### src/rtl/bbox_pkg.sv
// Shared types and constants for the bounding-box raster sequencer.
package bbox_pkg;

    localparam int COORD_W   = 16;
    localparam int FRAC_BITS = 6;
    localparam int PIX_W     = 11;
    localparam int COORDS_W  = 6 * COORD_W;

    localparam int X1_LSB = 0;
    localparam int X2_LSB = 16;
    localparam int X3_LSB = 32;
    localparam int Y1_LSB = 48;
    localparam int Y2_LSB = 64;
    localparam int Y3_LSB = 80;

    typedef enum logic [2:0] {IDLE, SORT0, SORT1, CLAMP, SCAN} state_t;

    typedef logic [COORD_W-1:0] coord_t;
    typedef logic [PIX_W-1:0]   pix_t;

    typedef struct packed {
        coord_t lo;
        coord_t hi;
    } span_t;

    function automatic span_t span_merge(input span_t s, input coord_t v);
        span_t r;
        r = s;
        if (v < s.lo) r.lo = v;
        if (v > s.hi) r.hi = v;
        return r;
    endfunction

endpackage

### src/rtl/fixed_round_clamp.sv
// Purpose: Q10.6 to integer, round half up, saturate at LIMIT.
// Latency: combinational.
// Backpressure: none, pure function of its input.
module fixed_round_clamp
    import bbox_pkg::*;
#(
    parameter int LIMIT = 319
) (
    input  coord_t value,
    output pix_t   clamped
);

    pix_t rounded;

    // 11 bits so that 0xFFE0 rounds to 1024 without wrapping
    assign rounded = pix_t'(value[COORD_W-1:FRAC_BITS]) + pix_t'(value[FRAC_BITS-1]);
    assign clamped = (rounded > pix_t'(LIMIT)) ? pix_t'(LIMIT) : rounded;

endmodule

### src/rtl/bbox_raster_sequencer.sv
// Purpose: sort three vertices into a bounding box, clamp to screen, walk pixels row-major.
// Latency: first pixel presented 4 cycles after accept; one pixel per cycle thereafter.
// Backpressure: pixel outputs hold while pix_valid && !pix_ready; tri_ready low until the triangle ends.
module bbox_raster_sequencer
    import bbox_pkg::*;
#(
    parameter int SCREEN_W = 320,
    parameter int SCREEN_H = 240
) (
    input  logic                CLK,
    input  logic                RST,
    input  logic                tri_valid,
    output logic                tri_ready,
    input  logic [COORDS_W-1:0] coordinates,
    output logic                pix_valid,
    input  logic                pix_ready,
    output logic [PIX_W-1:0]    pix_x,
    output logic [PIX_W-1:0]    pix_y,
    output logic                pix_last,
    output logic                tri_skip,
    output logic                busy
);

    state_t state;
    coord_t x2_q, x3_q, y2_q, y3_q;
    span_t  xs, ys;
    pix_t   x_lo, x_hi, y_hi;

    // Single min/max unit; the SORT state picks which vertex feeds it.
    coord_t cand_x, cand_y;
    span_t  xs_n, ys_n;

    assign cand_x = (state == SORT1) ? x3_q : x2_q;
    assign cand_y = (state == SORT1) ? y3_q : y2_q;
    assign xs_n   = span_merge(xs, cand_x);
    assign ys_n   = span_merge(ys, cand_y);

    // Min corners saturate one past the screen edge so "== limit" means off-screen.
    pix_t xmin_c, ymin_c, xmax_c, ymax_c;

    fixed_round_clamp #(.LIMIT(SCREEN_W))     u_xmin (.value(xs.lo), .clamped(xmin_c));
    fixed_round_clamp #(.LIMIT(SCREEN_H))     u_ymin (.value(ys.lo), .clamped(ymin_c));
    fixed_round_clamp #(.LIMIT(SCREEN_W - 1)) u_xmax (.value(xs.hi), .clamped(xmax_c));
    fixed_round_clamp #(.LIMIT(SCREEN_H - 1)) u_ymax (.value(ys.hi), .clamped(ymax_c));

    logic off_screen;
    assign off_screen = (xmin_c == pix_t'(SCREEN_W)) || (ymin_c == pix_t'(SCREEN_H));

    logic at_x_end, at_y_end;
    pix_t next_x, next_y;

    assign at_x_end = (pix_x == x_hi);
    assign at_y_end = (pix_y == y_hi);
    assign next_x   = at_x_end ? x_lo : pix_x + pix_t'(1);
    assign next_y   = at_x_end ? pix_y + pix_t'(1) : pix_y;

    always_ff @(posedge CLK) begin
        if (RST) begin
            state     <= IDLE;
            tri_ready <= 1'b1;
            busy      <= 1'b0;
            pix_valid <= 1'b0;
            pix_x     <= '0;
            pix_y     <= '0;
            pix_last  <= 1'b0;
            tri_skip  <= 1'b0;
            x2_q      <= '0;
            x3_q      <= '0;
            y2_q      <= '0;
            y3_q      <= '0;
            xs        <= '0;
            ys        <= '0;
            x_lo      <= '0;
            x_hi      <= '0;
            y_hi      <= '0;
        end else begin
            tri_skip <= 1'b0;
            case (state)
                IDLE: begin
                    if (tri_valid) begin
                        x2_q      <= coordinates[X2_LSB +: COORD_W];
                        x3_q      <= coordinates[X3_LSB +: COORD_W];
                        y2_q      <= coordinates[Y2_LSB +: COORD_W];
                        y3_q      <= coordinates[Y3_LSB +: COORD_W];
                        xs        <= '{lo: coordinates[X1_LSB +: COORD_W], hi: coordinates[X1_LSB +: COORD_W]};
                        ys        <= '{lo: coordinates[Y1_LSB +: COORD_W], hi: coordinates[Y1_LSB +: COORD_W]};
                        tri_ready <= 1'b0;
                        busy      <= 1'b1;
                        state     <= SORT0;
                    end
                end
                SORT0: begin
                    xs    <= xs_n;
                    ys    <= ys_n;
                    state <= SORT1;
                end
                SORT1: begin
                    xs    <= xs_n;
                    ys    <= ys_n;
                    state <= CLAMP;
                end
                CLAMP: begin
                    if (off_screen) begin
                        tri_skip  <= 1'b1;
                        tri_ready <= 1'b1;
                        busy      <= 1'b0;
                        state     <= IDLE;
                    end else begin
                        x_lo      <= xmin_c;
                        x_hi      <= xmax_c;
                        y_hi      <= ymax_c;
                        pix_x     <= xmin_c;
                        pix_y     <= ymin_c;
                        pix_last  <= (xmin_c == xmax_c) && (ymin_c == ymax_c);
                        pix_valid <= 1'b1;
                        state     <= SCAN;
                    end
                end
                SCAN: begin
                    if (pix_valid && pix_ready) begin
                        if (at_x_end && at_y_end) begin
                            pix_valid <= 1'b0;
                            pix_last  <= 1'b0;
                            tri_ready <= 1'b1;
                            busy      <= 1'b0;
                            state     <= IDLE;
                        end else begin
                            pix_x    <= next_x;
                            pix_y    <= next_y;
                            pix_last <= (next_x == x_hi) && (next_y == y_hi);
                        end
                    end
                end
                default: state <= IDLE;
            endcase
        end
    end

endmodule

### config.mk
export PLATFORM = sky130hd
export DESIGN_NAME = bbox_raster_sequencer
export DESIGN_NICKNAME = d
export VERILOG_FILES = /design/src/rtl/bbox_pkg.sv /design/src/rtl/fixed_round_clamp.sv /design/src/rtl/bbox_raster_sequencer.sv
export SDC_FILE = /design/constraint.sdc
export NUM_CORES = 1
export LEC_CHECK = 0
export CORE_ASPECT_RATIO = 0.5
export CORE_UTILIZATION = 40
export DETAILED_ROUTE_END_ITERATION = 8
export SYNTH_ARGS = -nofsm -noshare
export SYNTH_HDL_FRONTEND = slang
export SYNTH_SLANG_ARGS = --single-unit
### constraint.sdc
create_clock -name CLK -period 6.48 [get_ports CLK]
set_input_delay 1.296 -clock CLK [delete_from_list [all_inputs] [get_ports CLK]]
set_output_delay 1.296 -clock CLK [all_outputs]
set_load 0.05 [all_outputs]
After elaboration in Yosys (flattened, before gate mapping)
Cells that the tools add are included.
- bits in registers: 191
- input bits: 100
- output and inout bits: 27
- latch bits: 0
- memory bits (read-only): 0
- memories kept: 0
- bits in writable memories: 0
- reduce and logical (&&, ||, !) cells: 22
- div/mod/pow operators: 0
- equal/unequal tests: 22
- multiplexer cells: 46
- order comparisons: 8
- bitwise gates (word level): 2
- multipliers: 0
- shift-type cells: 0
- add/subtract/negate cells: 6
- operator list (kind ; count):
    2-to-1 mux 11 bit ; 12
    case mux 32 bit (2 select lines) ; 2
    2-to-1 mux 16 bit ; 6
    == test 11 bit ; 6
    2-to-1 mux 32 bit ; 2
    adder 10 x 1 -> 11 bit ; 4
    case mux 11 bit (2 select lines) ; 2
    > comparator 16 bit ; 2
    less-than comparator 16 bit ; 2
    adder 11 x 1 -> 11 bit (second input constant) ; 2
    > comparator 11 x 8 -> 1 bit (second input constant) ; 2
    > comparator 11 x 9 -> 1 bit (second input constant) ; 2
    AND reduction 3 bit ; 6
    case mux 3 bit (5 select lines) ; 1
    2-to-1 mux 1 bit ; 13
    2-to-1 mux 3 bit ; 4
    != test 2 bit (second input constant) ; 6
    == test 11 x 8 -> 1 bit (second input constant) ; 1
    == test 11 x 9 -> 1 bit (second input constant) ; 1
    != test 2 x 1 -> 1 bit (second input constant) ; 4
    AND reduction 4 bit ; 2
    == test 3 x 2 -> 1 bit (second input constant) ; 2
    case mux 1 bit (3 select lines) ; 2
    AND reduction 5 bit ; 1
    other kinds (11) ; 19

Logic depth before layout (Yosys ltp)
- depth in word-level cells: 7
- depth in mapped cells: 16
- mapped depth without buffers: 12

Cells and area by module
A second synthesis with hierarchy kept.
- cells, all modules: 1477
- area total of the unflattened synthesis: 12154.2 µm²
- by module, submodules not included (module ; cells an instance ; seq. area each (µm²) ; instances ; area an instance (µm²)):
    bbox_raster_sequencer ; 1276 ; 3823.7 ; 1 ; 10739.0
    fixed_round_clamp (u_xmax) ; 59 ; 0.0 ; 1 ; 424.2
    fixed_round_clamp (u_xmin) ; 57 ; 0.0 ; 1 ; 387.9
    fixed_round_clamp (u_ymin) ; 50 ; 0.0 ; 1 ; 355.3
    fixed_round_clamp (u_ymax) ; 35 ; 0.0 ; 1 ; 247.7

Least setup slack after synthesis
OpenSTA, ideal clock, no wires.
- path type: register -> register
- start: register state[0]
- end: register ys[11] in the netlist's numbering
- cell stages (with the launch flop): 17
- setup slack: 2.512 ns
- data required time: 6.352 ns
- arrival time: 3.840 ns
- path through: dfxtp_1 -> clkbuf_1 -> nor3b_4 -> clkbuf_1 -> mux2_2 -> ha_1 -> a21o_1 -> a21o_1 -> a211o_1 -> a21o_1 -> a211oi_1 -> o22ai_1 -> o311a_1 -> clkbuf_1 -> buf_2 -> mux2i_1 -> nor2_1
- longest elaborated chain between the ends: 5
- elaborated cells on any way between the ends: 12
- classes of those cells: order compare (1); eq/ne (4); mux (3); reduce/logical (4)
- ends and longest elaborated chain (item ; RTL line ; text):
    start, declared ; bbox_raster_sequencer.sv:24 ; state_t state;
    start signal, assigned ; bbox_raster_sequencer.sv:59 ; state <= IDLE;
    start signal, assigned ; bbox_raster_sequencer.sv:89 ; state <= SORT0;
    start signal, assigned ; bbox_raster_sequencer.sv:95 ; state <= SORT1;
    == test 3 x 2 -> 1 bit ; bbox_raster_sequencer.sv:34, bbox_raster_sequencer.sv:78 ;
    2-to-1 mux 16 bit ; bbox_raster_sequencer.sv:34 ; assign cand_y = (state == SORT1) ? y3_q : y2_q;
    > comparator 16 bit ; bbox_pkg.sv:30 ; if (v > s.hi) r.hi = v;
    != test 2 x 1 -> 1 bit (no source line) ; n/a ;
    AND reduction 3 bit (no source line) ; n/a ;
    end signal, assigned ; bbox_raster_sequencer.sv:86 ; ys <= '{lo: coordinates[Y1_LSB +: COORD_W], hi: coordinates[Y1_LSB +: COORD_W]};
    end signal, assigned ; bbox_raster_sequencer.sv:94 ; ys <= ys_n;
    end signal, assigned ; bbox_raster_sequencer.sv:99 ; ys <= ys_n;
    end, declared ; bbox_raster_sequencer.sv:26 ; span_t xs, ys;
Several ways; a longest one is shown, not always the timed one. The select of a mux whose other input is x is not followed.
A chain may end at the register's enable or synchronous reset.

Worst setup path after layout
- start: register state[1]
- end: register xs[3] in the netlist's numbering
- longest elaborated chain between the ends: 5
- elaborated cells on any way between the ends: 12
- classes of those cells: order compare (1); eq/ne (4); mux (3); reduce/logical (4)
- ends and longest elaborated chain (item ; RTL line ; text):
    == test 3 x 2 -> 1 bit ; bbox_raster_sequencer.sv:33, bbox_raster_sequencer.sv:78 ;
    2-to-1 mux 16 bit ; bbox_raster_sequencer.sv:33 ; assign cand_x = (state == SORT1) ? x3_q : x2_q;
    > comparator 16 bit ; bbox_pkg.sv:30 ;
    != test 2 x 1 -> 1 bit (no source line) ; n/a ;
    AND reduction 3 bit (no source line) ; n/a ;
    end signal, assigned ; bbox_raster_sequencer.sv:85 ; xs <= '{lo: coordinates[X1_LSB +: COORD_W], hi: coordinates[X1_LSB +: COORD_W]};
    end signal, assigned ; bbox_raster_sequencer.sv:93 ; xs <= xs_n;
    end signal, assigned ; bbox_raster_sequencer.sv:98 ; xs <= xs_n;
    end, declared ; bbox_raster_sequencer.sv:26 ;
Several ways; a longest one is shown, not always the timed one. The select of a mux whose other input is x is not followed.

==> results_dict.tcl <==
set metrics [dict create \
    synth_cells 1533 \
    cp_max_fo 20 \
    cellPowerDensity_nw_per_um2 321.5 \
    place_hpwl_um 26280 \
    fill_cells 2843 \
    cts_max_level 4 \
    detail-route-antenna-nets 0 \
    post_cts_buffers 0 \
    final_max_slew_viol_count 0 \
    slowest_delay_ns 1.02 \
    seq_power_share_pct 33.9 \
    synth_fp_nets 1707 \
    pre_cts_ws_ns 1.657 \
    cts.path.max_buffers 2 \
    final_cells 2000 \
    setup-violations-final 0 \
    cp_top_family "compound AO/OA/AOI/OAI gates" \
    place.gp.congestion 0.9331 \
    critPathKind "reg2reg" \
    p_leak_nw 5.513 \
    arrival_ns 5.20 \
    synthFlopType "dfxtp_1" \
    grt_pass1_wl_um 57170 \
    finalSetupTns_ns 0 \
    hp-class "reg2reg" \
    wl_um 35720 \
    io_buffers 126 \
    global_route.overflow_total 0 \
    area_delta_synth_final_pct 16.90 \
    num_vias 11090 \
    routedWlPerCell_um 17.86 \
    cts_resized 0 \
    rsz0062_at_grt "no" \
    yosysSeqAreaShare_pct 31.39 \
    fin_skew_ns 0.01156 \
    fp-row-count 44 \
    finalCriticalPeriod_ns 4.820 \
    slowest_stage "nor3b_4" \
    ys_ff_latch 191 \
    timing.final.crit_share_pct 74.38 \
    layout-drive-gt1-share_pct 6.899 \
    critPathRequiredTime_ns 6.86 \
    synth_edf_count 0 \
    switchingPower_mw 1.857 \
    coreArea_um2 29450 \
    vdd_drop_max_mv 0.2157 \
    ys_warn_count 0 \
    cp-end-kind "register" \
    grt_max_degree 120 \
    dr.pass1.iters 5 \
    start_util_pct 41.36 \
    die_height_um 125.4 \
    die_area_um2 31200 \
    antenna_cells 0 \
    tightest_slew_ns 1.288 \
    path_buf_inv 1 \
    drtIter0Drc 762 \
    switching_share_pct 40.56 \
    fin_nets 1771 \
    cap_violations 0 \
    grt_usage_pct 23.01 \
    ys_async_sr_fraction_pct 0 \
    max_slew_margin_pct 13.59 \
    fp.dieW_um 248.8 \
    path_cells "nor3b_4 > buf_4 > mux2_2 > ha_1 > a21o_1 > a21o_1 > a21oi_1 > nor2b_1 > o21ai_0 > a21oi_1 > o31a_1 > o21ai_2 > mux2i_1" \
    combPwrFrac_pct 42.1 \
    status "finished clean" \
    hold_viol 0 \
    ys_types 76 \
    drc 0 \
    cp-start-kind "register" \
    clkSinkCount 191 \
    viasPerCell 5.543 \
    path_clk_slew_ns 0.07 \
    p_clk_share_pct 24.0 \
    layout_setup_ws_ns 1.660 \
    syn_area_per_cell_um2 7.946 \
    placedCellCount 1969 \
    p_int_mw 2.722 \
    clk_latency_ns 0.46 \
    p_total_mw 4.578 \
    antenna_found_initial 0 \
    cts_hold_buffers 0 \
    fmax_ghz 0.2075 \
    num_io_pins 127 \
    cts_root_buffer "clkbuf_16" \
    grt_pass1_vias 10500 \
    cts-buffers-inserted 17 \
    cts_tree "yes" \
    syn_area_um2 12180 \
]
## area by class of cell
type,count,area [µm²],share of cell area [%]
clock buffer,19,442.9,3.110
multi-input combinational,1159,7640,53.65
inverter,90,337.8,2.372
tap,391,489.2,3.436
timing repair buffer,138,1353,9.498
clock inverter,12,153.9,1.081
sequential,191,3824,26.85
## cell families after synthesis
logic type	Yosys count	synth area share [%]
xor+xnor	75	5.546
fa+ha+maj	74	7.601
mux	100	8.689
buf+inv	183	6.122
compound gates	329	17.88
simple gates	581	22.77
flops	191	31.39
## cells in the mapped netlist (all sizes together), types with 32 or more instances
| cell type | number | share of area [%] |
|---|---|---|
| ha | 74 | 7.6 |
| dfxtp | 191 | 31 |
| o21ai | 63 | 2.6 |
| a21oi | 110 | 4.5 |
| nand3 | 42 | 1.8 |
| xnor2 | 51 | 3.8 |
| inv | 90 | 2.8 |
| nor2 | 151 | 4.7 |
| clkbuf | 72 | 2.2 |
| nor3 | 50 | 2.1 |
| nand2 | 195 | 6.0 |
| mux2i | 54 | 4.4 |
| nand4 | 32 | 1.6 |
| mux2 | 46 | 4.3 |
## through the flow
| step | hold WS (ns) | cell area (µm²) | utilization, % |
|---|---|---|---|
| final | 0.4530 | 14240 | 48.35 |
| after global routing | 0.4744 | 14240 | 48.35 |
| after CTS | 0.4579 | 14240 | 48.35 |
| after detailed placement | 0.4467 | 13640 | 46.32 |
| after global placement | 0.4397 | 13640 | 46.32 |
| after floorplan | 0.4301 | 12180 | - |
## final timing paths
check | startpoint | to | slack [ns] | cells after the start
worst min-delay path | y3_q[4] | y3_q[4] | 0.45 | 2
worst max-delay path | state[1] | xs[3] | 1.66 | 13
worst max register to register | state[1] | xs[3] | 1.66 | 13
worst min register to register | y3_q[4] | y3_q[4] | 0.45 | 2
## worst reg2reg max path: stages (launching register included)
cell	delay, ns
dfxtp_1	0.55
nor3b_4	1.02
buf_4	0.30
mux2_2	0.38
ha_1	0.31
a21o_1	0.18
a21o_1	0.17
a21oi_1	0.14
nor2b_1	0.06
o21ai_0	0.14
a21oi_1	0.08
o31a_1	0.29
o21ai_2	0.84
mux2i_1	0.28
## layout by cell type, fill, tap and decap left out, drive strengths merged, types with 42 or more instances in the layout
| master | n |
|---|---|
| nand2 | 195 |
| dfxtp | 191 |
| nor2 | 151 |
| clkdlybuf4s50 | 125 |
| a21oi | 110 |
| inv | 94 |
| ha | 74 |
| o21ai | 63 |
| mux2i | 54 |
| xnor2 | 51 |
| nor3 | 50 |
| mux2 | 46 |
| nand3 | 42 |
## routing by layer
| layer | global-route usage, % | wire (µm) |
|---|---|---|
| met2 | 34.96 | 15650 |
| met5 | 0 | 0 |
| met3 | 4.456 | 1879 |
| met4 | 5.846 | 514 |
| met1 | 33.15 | 17670 |
## power by group through the flow
stage	Sequential (mW)	Combinational (mW)	Clock, mW
after global routing	1.58	2.14	1.17
after floorplan	1.52	1.43	0
after detailed placement	1.57	1.90	0
final	1.55	1.93	1.10
after CTS	1.54	1.92	1.12
after global placement	1.57	1.86	0
## flip-flops by register name (all words and copies together) (netlist names), 3 cells and up
register	flops
xs	32
ys	32
x2_q	16
x3_q	16
y2_q	16
y3_q	16
pix_x	11
pix_y	11
x_hi	11
x_lo	11
y_hi	11
state	3
(Power assumes the default switching activity.)
